--- src/rtl/seg7_scan_driver.sv ---
`default_nettype none
// ============================================================================
// Module      : seg7_scan_driver
// Description : Multiplexed seven-segment display driver. Lights one digit
//               per rising edge of the 5 kHz scan clock. The scan clock is
//               synchronised into the clk100MHz domain and edge-detected.
//               It is never used as a clock. Each frame shows a snapshot of
//               the value taken when the scan wraps to digit 0.
// Ports       : clk100MHz_i  system clock (100 MHz)
//               rst_i        asynchronous active-high reset
//               scan_clk_i   scan square wave, treated as data
//               enable_i     1 = scanning, 0 = display dark
//               value_i      hex nibbles, digit 0 in bits [3:0] (rightmost)
//               dp_in_i      decimal point request per digit
//               blank_lz_i   1 = blank leading zeros
//               an_o         anode enables, one active bit when lit
//               seg_o        segments, seg_o[0]=a .. seg_o[6]=g
//               dp_o         decimal point segment
//               digit_idx_o  index of the digit currently driven
// Revision    : 1.0 - initial release
// ============================================================================
module seg7_scan_driver #(
  parameter int DIGITS     = 8,   // number of digits / anodes (2..8)
  parameter int ACTIVE_LOW = 1    // 1: an/seg/dp active-low, 0: active-high
) (
  input  logic                       clk100MHz_i,
  input  logic                       rst_i,
  input  logic                       scan_clk_i,
  input  logic                       enable_i,
  input  logic [4*DIGITS-1:0]        value_i,
  input  logic [DIGITS-1:0]          dp_in_i,
  input  logic                       blank_lz_i,
  output logic [DIGITS-1:0]          an_o,
  output logic [6:0]                 seg_o,
  output logic                       dp_o,
  output logic [$clog2(DIGITS)-1:0]  digit_idx_o
);

  localparam int              IDX_W    = $clog2(DIGITS);
  localparam logic [IDX_W-1:0] LAST_IDX = IDX_W'(DIGITS - 1);
  // Level that turns an anode/segment/dp off.
  localparam logic            INACT    = (ACTIVE_LOW != 0) ? 1'b1 : 1'b0;

  // Active-high gfedcba pattern for one hex nibble.
  function automatic logic [6:0] decode(input logic [3:0] nib);
    logic [6:0] pat;
    case (nib)
      4'h0: pat = 7'h3F;
      4'h1: pat = 7'h06;
      4'h2: pat = 7'h5B;
      4'h3: pat = 7'h4F;
      4'h4: pat = 7'h66;
      4'h5: pat = 7'h6D;
      4'h6: pat = 7'h7D;
      4'h7: pat = 7'h07;
      4'h8: pat = 7'h7F;
      4'h9: pat = 7'h6F;
      4'hA: pat = 7'h77;
      4'hB: pat = 7'h7C;
      4'hC: pat = 7'h39;
      4'hD: pat = 7'h5E;
      4'hE: pat = 7'h79;
      default: pat = 7'h71;
    endcase
    return pat;
  endfunction

  // --------------------------------------------------------------------------
  // Scan clock synchroniser and rising-edge detect
  // --------------------------------------------------------------------------
  logic s1_q, s2_q, s3_q;
  logic tick;

  always_ff @(posedge clk100MHz_i or posedge rst_i) begin
    if (rst_i) begin
      s1_q <= 1'b0;
      s2_q <= 1'b0;
      s3_q <= 1'b0;
    end else begin
      s1_q <= scan_clk_i;
      s2_q <= s1_q;
      s3_q <= s2_q;
    end
  end

  assign tick = s2_q & ~s3_q;

  // --------------------------------------------------------------------------
  // State registers
  // --------------------------------------------------------------------------
  logic [IDX_W-1:0]    idx_q, idx_d;
  logic [4*DIGITS-1:0] shadow_val_q, shadow_val_d;
  logic [DIGITS-1:0]   shadow_dp_q, shadow_dp_d;
  logic [DIGITS-1:0]   an_q, an_d;
  logic [6:0]          seg_q, seg_d;
  logic                dp_q, dp_d;

  always_ff @(posedge clk100MHz_i or posedge rst_i) begin
    if (rst_i) begin
      idx_q        <= LAST_IDX;
      shadow_val_q <= '0;
      shadow_dp_q  <= '0;
      an_q         <= {DIGITS{INACT}};
      seg_q        <= {7{INACT}};
      dp_q         <= INACT;
    end else begin
      idx_q        <= idx_d;
      shadow_val_q <= shadow_val_d;
      shadow_dp_q  <= shadow_dp_d;
      an_q         <= an_d;
      seg_q        <= seg_d;
      dp_q         <= dp_d;
    end
  end

  // --------------------------------------------------------------------------
  // Next index and frame snapshot. Disable dominates a coincident tick so the
  // scan always restarts cleanly at digit 0 after re-enable.
  // --------------------------------------------------------------------------
  always_comb begin
    idx_d        = idx_q;
    shadow_val_d = shadow_val_q;
    shadow_dp_d  = shadow_dp_q;
    if (!enable_i) begin
      idx_d = LAST_IDX;
    end else if (tick) begin
      if (idx_q == LAST_IDX) begin
        idx_d        = '0;
        shadow_val_d = value_i;
        shadow_dp_d  = dp_in_i;
      end else begin
        idx_d = idx_q + 1'b1;
      end
    end
  end

  // --------------------------------------------------------------------------
  // Digit selection and leading-zero detection, evaluated on the next-state
  // index and shadow so the registered outputs line up with digit_idx_o.
  // --------------------------------------------------------------------------
  logic [DIGITS-1:0] upper_zero;   // nibbles i..DIGITS-1 are all zero
  logic [3:0]        sel_nib;
  logic              sel_dp;
  logic              sel_blank;
  logic              zero_run;

  always_comb begin
    zero_run   = 1'b1;
    upper_zero = '0;
    for (int i = DIGITS - 1; i >= 0; i--) begin
      zero_run      = zero_run & (shadow_val_d[4*i +: 4] == 4'h0);
      upper_zero[i] = zero_run;
    end
  end

  always_comb begin
    sel_nib   = 4'h0;
    sel_dp    = 1'b0;
    sel_blank = 1'b0;
    for (int i = 0; i < DIGITS; i++) begin
      if (IDX_W'(i) == idx_d) begin
        sel_nib   = shadow_val_d[4*i +: 4];
        sel_dp    = shadow_dp_d[i];
        // Digit 0 always shows, so a zero value still reads "0".
        sel_blank = blank_lz_i && (i != 0) && upper_zero[i];
      end
    end
  end

  // --------------------------------------------------------------------------
  // Output next-state. Outputs only move on a tick (or go dark on disable),
  // so a stalled scan clock freezes the display.
  // --------------------------------------------------------------------------
  always_comb begin
    an_d  = an_q;
    seg_d = seg_q;
    dp_d  = dp_q;
    if (!enable_i || (tick && sel_blank)) begin
      an_d  = {DIGITS{INACT}};
      seg_d = {7{INACT}};
      dp_d  = INACT;
    end else if (tick) begin
      for (int i = 0; i < DIGITS; i++) begin
        an_d[i] = (IDX_W'(i) == idx_d) ? ~INACT : INACT;
      end
      seg_d = decode(sel_nib) ^ {7{INACT}};
      dp_d  = sel_dp ^ INACT;
    end
  end

  assign an_o        = an_q;
  assign seg_o       = seg_q;
  assign dp_o        = dp_q;
  assign digit_idx_o = idx_q;

endmodule
`default_nettype wire

--- config.mk ---
export PLATFORM = sky130hd
export DESIGN_NAME = seg7_scan_driver
export DESIGN_NICKNAME = d
export VERILOG_FILES = /design/src/rtl/seg7_scan_driver.sv
export SDC_FILE = /design/constraint.sdc
export NUM_CORES = 1
export LEC_CHECK = 0
export ABC_AREA = 1
export CAP_MARGIN = 20
export CORE_MARGIN = 2
export CORE_UTILIZATION = 45
export DETAILED_ROUTE_END_ITERATION = 10
export PLACE_DENSITY_LB_ADDON = 0.3
export SYNTH_ARGS = -nofsm -noshare
export SYNTH_HDL_FRONTEND = slang
export SYNTH_SLANG_ARGS = --single-unit
--- constraint.sdc ---
create_clock -name clk100MHz_i -period 3.2 [get_ports clk100MHz_i]
set_input_delay 0.8 -clock clk100MHz_i [delete_from_list [all_inputs] [get_ports clk100MHz_i]]
set_output_delay 0.8 -clock clk100MHz_i [all_outputs]
set_load 0.005 [all_outputs]
==> impl_metrics.py <==
metrics = {
    "run_status": {
        "status": "finished, final reports clean",
    },
    "cells_and_area": {
        "final_common_cell": "nand2_1",
        "syn2layout_area_growth_pct": 42.7,
        "antenna_cells": 0,
        "fillers": 612,
        "fin_nets": 626,
        "drive_gt1_share_pct": 26.7,
        "mostFrequentLayoutCells": "nand2_1, clkdlybuf4s50_1, buf_4",
        "fin_util_pct": 66.7,
    },
    "floorplan": {
        "initial_core_util_pct": 46.8,
        "dieArea_um2": 8330,
        "fp-row-count": 31,
        "core_area_um2": 7330,
        "die_w_um": 91.3,
        "die_y_um": 91.3,
        "boundaryPins": 64,
    },
    "drt": {
        "ant_nets": 0,
        "drt-total-wl_um": 8930,
        "wl_met3_um": 403,
        "drc": 0,
        "wl_met1_um": 4430,
        "vias_per_cell": 4.81,
        "drtIter0Drc": 127,
        "num_vias": 3251,
        "dr.pass1.iters": 4,
        "highest-signal-layer": "met4",
        "wire_per_inst_um": 13.2,
        "route.met2.wl_um": 3940,
    },
    "global_routing": {
        "first_global_vias": 3110,
        "grt_first_pass_wirelength_um": 14800,
        "grt_usage_pct": 22.3,
        "antenna_found_initial": 0,
        "grt_start_max_net_pins": 38,
        "gr-total-overflow": 0,
    },
    "pwr": {
        "peakVddDrop_mv": 0.270,
        "power_leakage_nw": 2.43,
        "p_per_area_nw_per_um2": 535,
    },
    "clock_tree": {
        "clk_latency_ns": 0.34,
        "cts_buffer_depth": 2,
        "cts_tree": "done",
        "clock-sinks": 62,
        "clk_pin_slew_ns": 0.07,
        "cts_max_level": 3,
        "root_buffer": "clkbuf_8",
        "cts_buffers": 9,
    },
    "placed_design": {
        "place.port_buffers": 63,
        "dp_hpwl_um": 6590,
        "dpl_worst_slack_ns": -0.468,
        "gp_congestion": 0.879,
    },
    "synth": {
        "synth.area.top_cells": "dfrtp_1, nand2_1, dfstp_2",
        "ys_seq_area_share_pct": 45.9,
        "syn_nets": 501,
        "yosysTopAreaCell": "dfrtp_1",
        "synth_top_area_share_pct": 31.4,
        "synth_seq_cells": 62,
        "avgSynthCellArea_um2": 7.67,
        "syn_inst": 447,
        "ys_types": 36,
        "synth_area_um2": 3430,
        "yosysWarnings": 0,
    },
    "sta": {
        "whs_ns": 0.357,
        "clock.fmax_mhz": 337,
        "post-route-period-util_pct": 92.8,
        "finalSetupTns_ns": 0,
        "fin_worst_skew_ns": 0.0103,
        "slew_violations": 0,
        "slew_headroom_pct": 62.7,
        "setup_violations": 0,
        "final.min_clock_period_ns": 2.97,
        "finalHoldViolCount": 0,
        "worstMarginPinSlew_ns": 0.559,
        "worst_slack_ns": 0.231,
    },
    "setup_path": {
        "ff2ff_setup_slack_ns": 0.23,
        "cp.arrival_ns": 3.26,
        "ff2ff_path_depth": 21,
        "r2r_end": "seg_o[3]",
        "critPathKind": "reg -> reg",
        "required_ns": 3.49,
        "cp-start-kind": "flip-flop",
        "r2r_start": "digit_idx_o[1]",
        "endpoint_kind": "flip-flop",
        "critPathMaxFanout": 12,
    },
    "run": {
        "maxCapViolations": 0,
    },
    "hold_path": {
        "min_to": "s2_q",
        "hp-class": "reg -> reg",
        "hold_start": "s1_q",
        "hold_depth": 0,
    },
}
area by class of cell:
class,count,area (um^2),area share [%]
sequential,62,1580,32.2
inverter,53,199,4.07
multi-input combinational,320,1660,33.9
clock buffer,13,159,3.25
clock inverter,3,42.5,0.870
tap,99,124,2.53
timing repair buffer,126,1130,23.2
state kept, by name, indices dropped and copies added (netlist names):
signal and cells:
s2_q 1, s3_q 1, dp_o 1, digit_idx_o 3
shadow_dp_q 8, an_o 8, shadow_val_q 32, s1_q 1
seg_o 7
per-layer routing:
metal | up-vias | track usage, %
met4 | 0 | 7.70
met5 | - | 0
met2 | 91 | 34.7
met1 | 1497 | 31.9
li1 | 1649 | -
met3 | 14 | 3.32
worst max-delay path by stage:
stage,start,to,slack (ns),cells after the start
global placement,enable_i,seg_o[5],-0.39,15
CTS,digit_idx_o[0],seg_o[3],0.01,23
detailed placement,enable_i,seg_o[3],-0.47,17
finish,digit_idx_o[1],seg_o[3],0.23,21
floorplan,digit_idx_o[0],seg_o[3],0.18,19
global route,digit_idx_o[1],seg_o[3],-0.03,23
repair_timing:
| action | in CTS | in global routing |
|---|---|---|
| pin swaps | 0 | 5 |
| endpoints found under the hold margin | 0 | 0 |
| gates cloned | 0 | 0 |
| hold buffers | 0 | 0 |
| setup endpoints to repair | 10 | 15 |
| gates resized for setup | 3 | 18 |
| setup buffers | 0 | 5 |
power by group:
| part | internal [mW] | leakage, nW | switching, mW | total, mW |
|---|---|---|---|---|
| clock network | 0.401 | 0.0996 | 0.296 | 0.697 |
| registers | 0.964 | 0.714 | 0.0624 | 1.03 |
| logic | 0.420 | 1.62 | 0.472 | 0.891 |
| total | 1.79 | 2.43 | 0.830 | 2.61 |
kinds of logic (layout without fill, tap and decap cells):
family          after synthesis  count (layout)  share of synthesized area (%)
simple gates                275             275                           35.8
buf+inv                      65             195                           8.21
mux                           5               5                           1.50
compound gates               31              31                           5.29
fa+ha+maj                     9               9                           3.28
flops                        62              62                           45.9
synth_stat cells:
master and number:
buf_6 4, inv_2 11, or2_0 5, a31oi_1 1, nand3_2 3, nand4_2 1
o21ai_2 2, buf_2 3, or2_1 6, ha_1 9, nor2_2 4, buf_1 1
nor3_1 6, o21ai_1 11, nand2_1 158, or2_2 14, nand2_2 4, inv_1 42
nor4_1 2, o21ai_0 5, nand4_1 6, buf_4 1, o211ai_1 1, mux2_2 1
a41oi_1 1, nor4_2 1, a21oi_1 9, dfstp_2 19, and2_1 1, nand3_1 26
o21ai_4 1, nor2_1 36, mux2i_1 4, dfrtp_1 43, nor3_2 2, clkbuf_1 3
metrics by stage:
| stage | cells | total power [mW] | cell area (um^2) |
|---|---|---|---|
| after floorplan | 447 | 1.49 | 3430 |
| after global placement | 655 | 1.85 | 4560 |
| after detailed placement | 655 | 1.88 | 4560 |
| after CTS | 671 | 2.59 | 4780 |
| after global routing | 676 | 2.78 | 4890 |
| final | 676 | 2.61 | 4890 |
critical path, cell delays in order (launching register included):
cell and delay [ns]:
dfstp_2 0.58, ha_4 0.16, ha_4 0.14, nand4_4 0.14
buf_4 0.21, inv_2 0.20, buf_4 0.20, o21ai_2 0.07
nor2_1 0.14, nor3_2 0.08, nand3_1 0.07, nor2_1 0.04
buf_4 0.15, ha_1 0.19, nand3_1 0.10, nand2_1 0.06
nand2_1 0.05, nand3_1 0.06, nor2_1 0.11, nand3_1 0.07
nand2_1 0.06, inv_1 0.03
No activity file was read; power rests on OpenSTA's default activity.
